`config.mk`:
```
export PLATFORM = sky130hd
export DESIGN_NAME = ahb_dual_sram_arbiter
export DESIGN_NICKNAME = d
export VERILOG_FILES = /design/src/rtl/ahb_dual_sram_arbiter.sv
export SDC_FILE = /design/constraint.sdc
export NUM_CORES = 1
export LEC_CHECK = 0
export ABC_CLOCK_PERIOD_IN_PS = 2400
export CORE_AREA = 8 8 108 110
export DETAILED_ROUTE_END_ITERATION = 10
export DIE_AREA = 0 0 116 118
export PLACE_DENSITY = 0.84
export SYNTH_ARGS = -nofsm -noshare
export SYNTH_HDL_FRONTEND = slang
export SYNTH_SLANG_ARGS = --single-unit
```
`constraint.sdc`:
```
create_clock -name clk -period 2.4 [get_ports clk]
set_input_delay 0.6 -clock clk [delete_from_list [all_inputs] [get_ports clk]]
set_output_delay 0.6 -clock clk [all_outputs]
set_load 0.02 [all_outputs]
```
`src/rtl/ahb_dual_sram_arbiter.sv`:
```
`default_nettype none
// +------------------------------------------------------------------------+
// | Module      : ahb_dual_sram_arbiter                                    |
// | Description : Two AHB-Lite slave ports (imem, dmem) sharing one        |
// |               single-port SRAM. Each port holds a one-entry pending    |
// |               register; conflicts are resolved by round-robin.         |
// |               Optional macro AHB_ARB_ALIGN_ERR_EN adds misaligned-     |
// |               access ERROR responses.                                  |
// | Revision    : 1.0 - initial release                                    |
// +------------------------------------------------------------------------+
module ahb_dual_sram_arbiter #(
   parameter int ADDR_W      = 12,
   parameter bit FIRST_GRANT = 1'b0
) (
   input  logic              clk,
   input  logic              reset,
   input  logic              imem_hsel,
   input  logic [31:0]       imem_haddr,
   input  logic [1:0]        imem_htrans,
   input  logic              imem_hwrite,
   input  logic [2:0]        imem_hsize,
   input  logic [31:0]       imem_hwdata,
   output logic [31:0]       imem_hrdata,
   output logic              imem_hready,
   output logic              imem_hresp,
   input  logic              dmem_hsel,
   input  logic [31:0]       dmem_haddr,
   input  logic [1:0]        dmem_htrans,
   input  logic              dmem_hwrite,
   input  logic [2:0]        dmem_hsize,
   input  logic [31:0]       dmem_hwdata,
   output logic [31:0]       dmem_hrdata,
   output logic              dmem_hready,
   output logic              dmem_hresp,
   output logic              mem_en,
   output logic              mem_rwn,
   output logic [ADDR_W-1:0] mem_addr,
   output logic [3:0]        mem_wben,
   output logic [31:0]       mem_wdata,
   input  logic [31:0]       mem_rdata
);

   // Port index 0 = imem, 1 = dmem (matches FIRST_GRANT / last_grant encoding)
   logic [1:0]                 w_act;
   logic [1:0][ADDR_W+1:0]     w_haddr;
   logic [1:0]                 w_hwrite;
   logic [1:0][2:0]            w_hsize;
   logic [1:0][31:0]           w_hwdata;

   logic [1:0]                 r_valid;
   logic [1:0][ADDR_W+1:0]     r_addr;
   logic [1:0]                 r_write;
   logic [1:0][2:0]            r_size;
   logic                       r_last_grant;

   logic [1:0]                 w_req;
   logic [1:0]                 w_serve;
   logic [1:0]                 w_rdy;
   logic [1:0]                 w_resp;
   logic [1:0]                 w_capture;
   logic                       w_any;
   logic                       w_sel;
   logic [1:0]                 w_lo;
   logic [3:0]                 w_wben;
   logic                       w_unused_ok;

   assign w_act    = {dmem_hsel & dmem_htrans[1], imem_hsel & imem_htrans[1]};
   assign w_haddr  = {dmem_haddr[ADDR_W+1:0], imem_haddr[ADDR_W+1:0]};
   assign w_hwrite = {dmem_hwrite, imem_hwrite};
   assign w_hsize  = {dmem_hsize, imem_hsize};
   assign w_hwdata = {dmem_hwdata, imem_hwdata};

   assign w_unused_ok = &{1'b0, imem_haddr[31:ADDR_W+2], dmem_haddr[31:ADDR_W+2],
                          imem_htrans[0], dmem_htrans[0]};

`ifdef AHB_ARB_ALIGN_ERR_EN
   logic [1:0] r_mis;
   logic [1:0] r_eph;
   logic [1:0] w_err;

   function automatic logic f_misaligned(input logic [1:0] a, input logic [2:0] s);
      return ((s == 3'd1) && a[0]) || ((s >= 3'd2) && (a != 2'b00));
   endfunction

   // Error entries never compete for the SRAM; r_eph marks the second ERROR cycle
   assign w_err  = r_valid & r_mis;
   assign w_req  = r_valid & ~r_mis;
   assign w_rdy  = (w_err & r_eph) | (~w_err & (~r_valid | w_serve));
   assign w_resp = w_err;
`else
   assign w_req  = r_valid;
   assign w_rdy  = ~r_valid | w_serve;
   assign w_resp = 2'b00;
`endif

   // On a tie, the master that did not win last time goes first
   assign w_serve[0] = w_req[0] & (~w_req[1] | r_last_grant);
   assign w_serve[1] = w_req[1] & (~w_req[0] | ~r_last_grant);
   assign w_capture  = w_act & w_rdy;

   always_ff @(posedge clk) begin
      if (reset) begin
         r_valid      <= 2'b00;
         r_last_grant <= ~FIRST_GRANT;
`ifdef AHB_ARB_ALIGN_ERR_EN
         r_mis        <= 2'b00;
         r_eph        <= 2'b00;
`endif
      end else begin
         if (|w_serve) begin
            r_last_grant <= w_serve[1];
         end
         for (int p = 0; p < 2; p++) begin
            if (w_capture[p]) begin
               r_valid[p] <= 1'b1;
               r_addr[p]  <= w_haddr[p];
               r_write[p] <= w_hwrite[p];
               r_size[p]  <= w_hsize[p];
`ifdef AHB_ARB_ALIGN_ERR_EN
               r_mis[p]   <= f_misaligned(w_haddr[p][1:0], w_hsize[p]);
               r_eph[p]   <= 1'b0;
            end else if (w_err[p]) begin
               r_eph[p]   <= ~r_eph[p];
               if (r_eph[p]) begin
                  r_valid[p] <= 1'b0;
               end
`endif
            end else if (w_serve[p]) begin
               r_valid[p] <= 1'b0;
            end
         end
      end
   end

   assign w_any = (|w_serve) & ~reset;
   assign w_sel = w_serve[1];
   assign w_lo  = r_addr[w_sel][1:0];

   always_comb begin
      w_wben = 4'b0000;
      if (w_any && r_write[w_sel]) begin
         case (r_size[w_sel])
            3'b000:  w_wben = 4'b0001 << w_lo;
            3'b001:  w_wben = w_lo[1] ? 4'b1100 : 4'b0011;
            default: w_wben = 4'b1111;
         endcase
      end
   end

   assign mem_en    = w_any;
   assign mem_rwn   = w_any ? ~r_write[w_sel] : 1'b1;
   assign mem_addr  = w_any ? r_addr[w_sel][ADDR_W+1:2] : '0;
   assign mem_wben  = w_wben;
   assign mem_wdata = w_any ? w_hwdata[w_sel] : 32'h0;

   assign imem_hready = reset | w_rdy[0];
   assign dmem_hready = reset | w_rdy[1];
   assign imem_hresp  = ~reset & w_resp[0];
   assign dmem_hresp  = ~reset & w_resp[1];
   assign imem_hrdata = (w_serve[0] && !reset) ? mem_rdata : 32'h0;
   assign dmem_hrdata = (w_serve[1] && !reset) ? mem_rdata : 32'h0;

endmodule
`default_nettype wire
```
==> After elaboration in Yosys (flattened, before gate mapping) <==
Index checks and enable logic that the tools add are counted.
{ "op_classes": {"bitwise": 17, "eq_ne": 1, "n_reduce_logical": 10, "order_cmp": 1, "muxes": 20, "n_shift": 1} }
{ "ops": {"columns": ["cell", "count"], "rows": [
  ["$mux 32", 5],
  ["$mux 14", 2],
  ["$mux 12", 1],
  ["$mux 4", 2],
  ["$pmux 4 s2", 1],
  ["$mux 1", 7],
  ["$mux 3", 2],
  ["$and 1x1->1", 5],
  ["$not 1->1", 5],
  ["$or 1x1->1", 4],
  ["$reduce_and 2->1", 2],
  ["$reduce_bool 2->1", 2],
  ["$shl 1x2->4 const A", 1],
  ["$eq 3x1->1 const B", 1],
  ["$logic_and 1x1->1", 3],
  ["$logic_not 3->1", 1],
  ["$and 2x2->2", 1],
  ["$lt 1x2->1 const B", 1],
  ["$not 2->2", 1],
  ["$or 2x2->2", 1],
  ["$reduce_or 2->1", 1],
  ["$logic_not 1->1", 1]
]} }
{ "totals": {"regBits": 39, "word_cells": 59} }

==> Depth between registers and ports, before layout <==
Gate-level depths: netlist of run 1.
{ "logic_depth": {"ltp_word": 8, "ltp_mapped": 6} }

==> Worst setup path after synthesis of run 1 <==
Ideal clock, no wire load.
{ "synth_path": {"path_kind": "input to output", "startpoint": "input reset", "endpoint": "output mem_wben[0]", "path_stages": 4, "setup_slack_ps": 176, "arrival_time_ps": 1624, "path_cell_list": "nand2b_1 -> o32ai_4 -> nand3_1 -> o21ai_0"} }
{ "synth_via": {"elab_chain_len": 4} }
{ "synth_rtl": {"columns": ["element", "line", "source"], "rows": [
  ["start, declared", "16", "input logic reset,"],
  ["$not 1->1 (no source line)", null, null],
  ["$and 1x1->1", "135", "assign w_any = (|w_serve) & ~reset;"],
  ["$logic_and 1x1->1", "141", "if (w_any && r_write[w_sel]) begin"],
  ["$mux 4", "141", null],
  ["end, declared", "38", "output logic [3:0] mem_wben,"]
]} }
Every way passes these cells.

==> Final worst setup path of run 1 <==
{ "layout_path": {"startpoint": "register r_valid[1]", "endpoint": "output imem_hrdata[27]"} }
{ "layout_via": {"elab_chain_len": 5} }
{ "layout_rtl": {"columns": ["element", "line", "source"], "rows": [
  ["start, declared", "50", "logic [1:0] r_valid;"],
  ["start signal, assigned", "103", "r_valid <= 2'b00;"],
  ["start signal, assigned by index", "115", "r_valid[p] <= 1'b1;"],
  ["start signal, assigned by index", "129", "r_valid[p] <= 1'b0;"],
  ["$not 1->1", "97", "assign w_serve[0] = w_req[0] & (~w_req[1] | r_last_grant);"],
  ["$or 1x1->1", "97", null],
  ["$and 1x1->1", "97", null],
  ["$logic_and 1x1->1", "160", "assign imem_hrdata = (w_serve[0] && !reset) ? mem_rdata : 32'h0;"],
  ["$mux 32", "160", null],
  ["end, declared", "23", "output logic [31:0] imem_hrdata,"]
]} }
Every way passes these cells.

==> results, run 1 <==
- After the first detailed-routing iteration, the DRC count stood at 169.
- The worst hold path passes through 2 cells.
- The data arrival time of the worst path is 1.73 ns.
- The clock input transition at the sequential cells of the worst setup and hold paths is 0.07 ns.
- Timing would allow up to 429 MHz.
- The clock tree skew after final layout is 0.00546 ns.
- Setup violations remaining at the end of the flow were counted as 0.
- The flow ran to the end, and the final reports show no timing, DRC or antenna violations.
- STA classifies the critical path startpoint as a register.
- STA classifies the critical path endpoint as an output port.
- The die is 118 um tall.
- The via count normalized by instance count is 4.33.
- The per-cell routed wire length is 17.5 um.
- The final hold violation count is 0.
- The die covers 0.0137 sq mm.
- The number of distinct library cell variants in the gate-level netlist after synthesis is 27.
- The area inside the core boundary is 0.0100 sq mm.
- After legalization and detailed placement, the total HPWL measured 9950 um.
- CTS saw 39 sinks.
- The via count of the first global-routing pass is 3119.
- The first-pass GRT wire length is 17500 um.
- Buffers inserted during clock tree synthesis total 5.
- The reg-to-reg setup timing slack is 1.08 ns.
- In this run, synthesis produced a sequential element count of 39.
- The average instance in the mapped netlist occupies 8.18 sq um.
- The count of max-cap constraint violations is 0.
- After detailed routing, the total wire length is 12300 um.
- The count of vias placed by the detailed router is 3030.
- The capture instance of the worst register-to-register path is r_size[4].
- The path class of the tightest hold or removal check is in2reg.
- The period utilization is 97.1%.
- Leaving out fill and tap cells, the most frequent cells in the layout are 136 x sky130_fd_sc_hd__clkdlybuf4s50_1, 96 x sky130_fd_sc_hd__nand2_1, 64 x sky130_fd_sc_hd__and2_1.
- Dividing total power by cell area gives a power density of 336 mW/mm^2.
- The latest clock arrival within the worst-skew pair is 0.28 ns.
- In this run the cell area measured after placement is 0.00532 sq mm.
- The Yosys warning count is 0.
- The largest net degree at the start of global routing is 33.
- The worst setup path is of the reg2out kind.
- The floorplan has 37 rows.
- The count of mapped cells out of synthesis is 302.
- The count of TritonRoute iterations in the first routing pass is 4.
- Setup repair after global routing could not meet its margin everywhere.
- The number of hold buffers added after CTS was 0.
- Relative to the synthesized area, the layout overhead comes to 111%.
- For the worst flop-to-flop path, the logic depth is 4.
- The count of buffers added on input and output ports is 253.
- The count of final max-slew check failures is 0.
- For this design the static power due to leakage is 2.28 nW.
- The sequential element share of the synthesized area is 46.2%.
- In this run the most critical hold path is launched from reset.
- The maximum number of buffers from clock root to sink is 2.
- The proportion of layout cells with a drive suffix above 1 is 22.2%.
- In this run the worst path has a maximum fanout of 32.
- After global routing the overflow that remains totals 0.
- The library cell used most frequently in the layout, excluding fill and tap cells, is sky130_fd_sc_hd__clkdlybuf4s50_1.
- The final weighted congestion of routability-driven global placement is 0.813.
- The die extent in x is 116 um.
- The worst hold path terminates at r_last_grant.
- The number of antenna violations at the first check in global routing is 0.
- The worst IR drop on VDD is 0.275 mV.
- The buffer cell driving the clock tree root is sky130_fd_sc_hd__clkbuf_8.
- In the global route stage, overall resource usage came out at 16.3%.
- At the end of the flow, the number of nets in the layout was 738.
- Once the floorplan was initialized, standard cells occupied 24.7% of the core.
- The overall power of the completed layout is 1.75 mW.
- The cell area after layout is 0.00521 sq mm.
- In this run the count of I/O pins placed on the die edge is 294.
- The repair_antennas step left the layout with diodes totalling 0.
- TritonCTS built the clock tree.
- The shortest period the worst path allows is 2.33 ns.
- The startpoint of the lowest-slack register-to-register path is r_last_grant.
- The required time at the worst-slack endpoint is 1.80 ns.
- In the routed design, unresolved DRC markers number 0.
- The count of antenna-violating nets left after detailed routing is 0.
- The netlist area before placement is 0.00247 sq mm.
- The number of H-tree levels is 2.
==> cells in the mapped netlist <==
| library cell | n | area, sq um |
|---|---|---|
| sky130_fd_sc_hd__conb_1 | 1 | 3.75 |
| sky130_fd_sc_hd__a21bo_1 | 1 | 10.0 |
| sky130_fd_sc_hd__a21bo_2 | 1 | 10.0 |
| sky130_fd_sc_hd__nor2b_1 | 1 | 6.26 |
| sky130_fd_sc_hd__nor2_2 | 1 | 6.26 |
| sky130_fd_sc_hd__edfxtp_1 | 36 | 1080 |
| sky130_fd_sc_hd__a21oi_1 | 47 | 235 |
| sky130_fd_sc_hd__clkbuf_2 | 3 | 15.0 |
| sky130_fd_sc_hd__a21boi_1 | 1 | 7.51 |
| sky130_fd_sc_hd__o32ai_4 | 1 | 27.5 |
| sky130_fd_sc_hd__nand3_1 | 3 | 15.0 |
| sky130_fd_sc_hd__nand2_1 | 96 | 360 |
| sky130_fd_sc_hd__o21ai_1 | 3 | 15.0 |
| sky130_fd_sc_hd__and2_1 | 64 | 400 |
| sky130_fd_sc_hd__o21bai_2 | 1 | 11.3 |
| sky130_fd_sc_hd__nor2_1 | 3 | 11.3 |
| sky130_fd_sc_hd__o21ai_0 | 2 | 10.0 |
| sky130_fd_sc_hd__buf_4 | 3 | 22.5 |
| sky130_fd_sc_hd__nor2b_2 | 1 | 8.76 |
| sky130_fd_sc_hd__inv_1 | 5 | 18.8 |
| sky130_fd_sc_hd__nand3b_1 | 2 | 15.0 |
| sky130_fd_sc_hd__buf_2 | 10 | 50.1 |
| sky130_fd_sc_hd__a22o_1 | 2 | 17.5 |
| sky130_fd_sc_hd__a31oi_1 | 1 | 6.26 |
| sky130_fd_sc_hd__clkbuf_1 | 7 | 26.3 |
| sky130_fd_sc_hd__dfxtp_1 | 3 | 60.1 |
| sky130_fd_sc_hd__nand2b_1 | 3 | 18.8 |
==> per-layer routing <==
metal | up-vias | track usage [%] | routed length, um
li1 | 1507 | - | -
met1 | 1400 | 16.7 | 4600
met2 | 111 | 31.9 | 6610
met3 | 12 | 3.34 | 892
met5 | - | 0 | 0
met4 | 0 | 3.89 | 156
==> through the flow <==
stage | hold slack [ns] | util [%] | setup TNS (ns) | worst slack (ns) | cells
floorplan | 0.550 | - | 0 | 0.176 | 303
global placement | 0.563 | 53.2 | -62.56 | -0.760 | 688
detailed placement | 0.598 | 53.2 | -64.84 | -0.774 | 688
CTS | 0.543 | 54.1 | -0.0284 | -0.0284 | 697
global route | 0.522 | 52.1 | -0.0161 | -0.00902 | 699
finish | 0.524 | 52.1 | 0 | 0.0687 | 699
==> critical path: stages, from the launching register on <==
cell and delay (ns):
sky130_fd_sc_hd__dfxtp_4 0.37, sky130_fd_sc_hd__nor2b_4 0.14, sky130_fd_sc_hd__buf_4 0.14, sky130_fd_sc_hd__nor2_2 0.15
sky130_fd_sc_hd__buf_12 0.17, sky130_fd_sc_hd__and2_1 0.14, sky130_fd_sc_hd__dlygate4sd2_1 0.34
==> cell families after synthesis <==
kind of cell | after synthesis | synth area share [%]
buf+inv | 28 | 5.37
flops | 39 | 46.2
compound gates | 60 | 14.2
other cells | 1 | 0.152
simple gates | 174 | 34.1
==> registers in the layout, indices dropped and copies added, names as in the netlist <==
| register | flops |
|---|---|
| r_write | 2 |
| r_addr | 28 |
| r_size | 6 |
| r_last_grant | 1 |
| r_valid | 2 |
==> what timing repair did <==
item                                    in CTS  in global routing
setup buffers                                1                  1
gates resized for setup                    248                 91
cloned                                       0                  1
endpoints found under the setup margin     115                106
pin swaps                                    3                  3
==> power by group <==
part	switching, mW	internal (mW)	total, mW	leakage, nW
clock network	0.223	0.203	0.426	0.0428
registers	0.0104	0.770	0.781	0.356
logic	0.229	0.316	0.545	1.89
==> final cells by class <==
| class | instances | area [sq um] |
|---|---|---|
| Sequential cell | 39 | 1150 |
| Clock inverter | 2 | 12.5 |
| Timing Repair Buffer | 275 | 2530 |
| Multi-Input combinational cell | 236 | 1260 |
| Fill cell | 972 | 4790 |
| Inverter | 5 | 18.8 |
| Tap cell | 136 | 170 |
| Clock buffer | 6 | 72.6 |
==> how the worst max path moves through the flow <==
stage / startpoint / end / slack, ns / cells after the start
after floorplan: reset / mem_wben[0] / 0.18 / 4
after global placement: reset / mem_wben[2] / -0.76 / 6
after detailed placement: reset / mem_wben[3] / -0.77 / 6
after CTS: r_valid[0] / mem_wdata[10] / -0.03 / 6
after global routing: r_valid[0] / mem_wben[1] / -0.009 / 7
final: r_valid[1] / imem_hrdata[27] / 0.07 / 6
Power figures use the tool's default switching activity.
==> run 2, diff against run 1 <==
CELL_PAD_IN_SITES_DETAIL_PLACEMENT = 1   (was default)
CELL_PAD_IN_SITES_GLOBAL_PLACEMENT = 1   (was default)
CORE_AREA = default   (was 8 8 108 110)
CORE_MARGIN = 8   (was default)
CORE_UTILIZATION = 17   (was default)
DIE_AREA = default   (was 0 0 116 118)
PLACE_DENSITY = 0.9   (was 0.84)
SLEW_MARGIN = 20   (was default)
==> run 2 against run 1 <==
- worst setup slack got worse by 0.034 ns
- count of clock-buffer cells in the layout is 1 lower
- non-clock buffer count rose by 1
- sequential share of layout area decreased by 0.26 points
- critical path type is now in2out
- largest cell class unchanged
- highest routed layer unchanged
==> results, run 2 (same netlist as run 1, synthesis figures left out) <==
- The class of the worst hold path is reg2reg (was in2reg).
- The overall power of the completed layout is 2.22 mW (was 1.75 mW).
- Run status: completed (unchanged).
- The startpoint of the lowest-slack register-to-register path is r_valid[1] (was r_last_grant).
- The number of cells traversed by the worst register-to-register path was 4 (unchanged).
- The CTS tree is yes (unchanged).
- The top routing layer in use is met4 (unchanged).
- The required time at the worst-slack endpoint came to 1.80 ns (about the same).
- The count of antenna-violating nets left after detailed routing came to 0 (unchanged).
- The kind of end point of the critical path is an output port (unchanged).
- The cts-stage hold buffer count is 0 (unchanged).
- The total setup violations reported at the end of the flow is 0 (unchanged).
- The startpoint of the worst setup timing path is reset (was r_valid[1]).
- The number of nets in the finished design was 739 (was 738).
- The area inside the core boundary came to 0.0144 sq mm (was 0.0100 sq mm).
- The die extent in x was 137 um (was 116 um).
- The power density over the cells is 418 mW/mm^2 (was 336 mW/mm^2).
- The most common library cell in the layout ignoring fill and taps is sky130_fd_sc_hd__clkdlybuf4s50_1 (unchanged).
- The total wire length after detailed routing came to 13900 um (was 12300 um).
- The total overflow reported by the global router came to 0 (unchanged).
- The number of inserted diodes is 0 (unchanged).
- The total length of routed met3 wires was 926 um (was 892 um).
- The data arrival time of the worst path is 1.76 ns (was 1.73 ns).
- The largest net degree at the start of global routing was 33 (unchanged).
- The I/O pin count came to 294 (unchanged).
- The area used by multi-input combinational logic was 0.00128 sq mm (was 0.00126 sq mm).
- The count of vias placed by the detailed router was 3133 (was 3030).
- The period utilization is 98.5% (was 97.1%).
- The number of buffers inserted by port buffering is 253 (unchanged).
- The capture instance of the worst register-to-register path was r_addr[12] (was r_size[4]).
- The kind of critical path was in2out (was reg2out).
- The fraction of power spent switching nets came to 23.9% (was 26.4%).
- The type of origin of the critical path is a primary input (was register).
- The register bank with the most flops is r_addr (unchanged).
- The fmax was 423 MHz (was 429 MHz).
- The worst hold-check slack came to 0.532 ns (was 0.524 ns).
- The count of max-cap constraint violations is 0 (unchanged).
- The latest clock arrival within the worst-skew pair is 0.28 ns (about the same).
- The first-pass GRT wire length is 19300 um (was 17500 um).
- Unrepaired setup endpoints after global routing: true (unchanged).
- The buffer cell driving the clock tree root was sky130_fd_sc_hd__clkbuf_16 (was sky130_fd_sc_hd__clkbuf_8).
- The per-cell routed wire length came to 18.5 um (was 17.5 um).
- The met1 routed wirelength after detailed routing is 4980 um (was 4600 um).
- The shortest period the worst path allows came to 2.36 ns (was 2.33 ns).
- The global-route usage over all layers is 13.3% (was 16.3%).
- The final cell utilization of the core came to 36.9% (was 52.1%).
- The wire length on met2 is 7700 um (was 6610 um).
- The cell-internal power is 1.69 mW (was 1.29 mW).
- The endpoint of the worst hold-timing path is r_last_grant (unchanged).
- The number of H-tree levels came to 2 (unchanged).
- The remaining routing DRC violations was 0 (unchanged).
- The layout-stage area growth over the synthesis result came to 114% (was 111%).
- The area of the die is 0.0186 sq mm (was 0.0137 sq mm).
- The clock input transition at the sequential cells of the worst setup and hold paths is 0.06 ns (was 0.07 ns).
- The power share of the clock group came to 39.9% (was 24.3%).
- The number of CTS-inserted buffers is 5 (unchanged).
- The row count is 44 (was 37).
- The number of cells on the worst hold path came to 2 (unchanged).
- The proportion of layout cells with a drive suffix above 1 is 28.7% (was 22.2%).
- The register area is 0.00115 sq mm (about the same).
- The reg-to-reg setup timing slack is 1.04 ns (was 1.08 ns).
- The filler cell count is 1713 (was 972).
- The sink count of the clock tree is 39 (unchanged).
- The largest fanout on the critical path is 4 (was 32).
- The share of total power in combinational logic is 24.8% (was 31.1%).
- The via count normalized by instance count was 4.19 (was 4.33).
- Leading cell types in the layout, fill and taps excluded: 138 x sky130_fd_sc_hd__clkdlybuf4s50_1, 96 x sky130_fd_sc_hd__nand2_1, 64 x sky130_fd_sc_hd__and2_1 (was 136 x sky130_fd_sc_hd__clkdlybuf4s50_1, 96 x sky130_fd_sc_hd__nand2_1, 64 x sky130_fd_sc_hd__and2_1).
- The worst IR drop on VDD came to 0.295 mV (was 0.275 mV).
- The starting utilization of the core area is 17.2% (was 24.7%).
- The clock tree skew after final layout is 0.00223 ns (was 0.00546 ns).
- The count of final max-slew check failures is 0 (unchanged).
- The final weighted congestion of routability-driven global placement is 0.871 (was 0.813).
- The number of antenna violations at the first check in global routing is 0 (unchanged).
- The static leakage came to 2.30 nW (was 2.28 nW).
- The count of TritonRoute iterations in the first routing pass is 4 (unchanged).
- The net switching power figure is 0.529 mW (was 0.462 mW).
- The post-DP HPWL is 11200 um (was 9950 um).
- The area of placed instances is 0.00539 sq mm (was 0.00532 sq mm).
- The maximum number of buffers from clock root to sink was 2 (unchanged).
- The initial detailed-routing violation count was 48 (was 169).
- The origin of the worst min-delay path is r_valid[1] (was reset).
- The via count of the first global-routing pass is 3457 (was 3119).
- The cell area after layout is 0.00530 sq mm (was 0.00521 sq mm).
- The setup total negative slack is 0 ns (unchanged).
- Regs by FF count: r_addr (28), r_size (6) (unchanged).
- The flip-flop count of the largest register after layout is 28 (unchanged).
- The chip height was 137 um (was 118 um).
- The sequential cell fraction of total power is 35.2% (was 44.6%).
- The final hold violation count is 0 (unchanged).
-- run 2: cell count changes in the layout (fill, tap and decap cells not counted), sizes merged, moves of 2 or more --
| cell | change |
|---|---|
| buf | +17 |
| bufinv | +2 |
| clkbuf | +18 |
| clkdlybuf4s15 | -13 |
| clkdlybuf4s50 | +2 |
| clkinv | -2 |
| dlygate4sd2 | -24 |
-- run 2: worst max-delay path by stage --
stage                     endpoint  slack, ns
floorplan              mem_wben[0]       0.18
global placement       mem_wben[3]      -0.84
detailed placement     mem_wben[3]      -0.82
CTS                 imem_hrdata[7]     0.0001
global route           mem_wben[2]      -0.03
finish                 mem_wben[2]       0.04
-- run 2: power groups by stage --
stage          registers (mW)  logic (mW)  clock network (mW)
2_1_floorplan           0.793       0.181                   0
3_3_place_gp            0.795       0.557                   0
3_5_place_dp            0.796       0.576                   0
4_1_cts                 0.783       0.554               0.905
5_1_grt                 0.783       0.590               0.933
6_report                0.781       0.550               0.884
-- run 2: cell type report --
cell class | count | area share (%)
well taps | 184 | 4.35
clock inverters | 3 | 1.35
flip-flops and latches | 39 | 21.8
inverters | 5 | 0.354
clock buffers | 5 | 2.36
repair buffers | 276 | 45.7
multi-input cells | 236 | 24.1
-- run 2: through the flow --
stage | instances | setup WS, ns
6_report | 748 | 0.0352
3_3_place_gp | 735 | -0.839
4_1_cts | 745 | 0.0000995
5_1_grt | 748 | -0.0273
3_5_place_dp | 735 | -0.820
2_1_floorplan | 303 | 0.176
-- run 2: per-layer routing --
layer  vias to the layer above  track usage, %
met1                      1488            13.6
met2                       119            26.0
met4                         0            3.97
met3                        15            3.01
met5                         -               0
li1                       1511               -
-- run 2: what timing repair did --
item	CTS	global route
resized for setup	308	97
gates cloned	0	2
pin swaps	2	3
setup buffers	2	1
endpoints found under the setup margin	116	79
-- run 2: critical path, stage by stage --
cell and delay (ns):
sky130_fd_sc_hd__buf_6 0.10, sky130_fd_sc_hd__nand2b_4 0.15, sky130_fd_sc_hd__o32ai_4 0.35, sky130_fd_sc_hd__a21bo_4 0.28
sky130_fd_sc_hd__o21ai_2 0.14, sky130_fd_sc_hd__buf_6 0.13
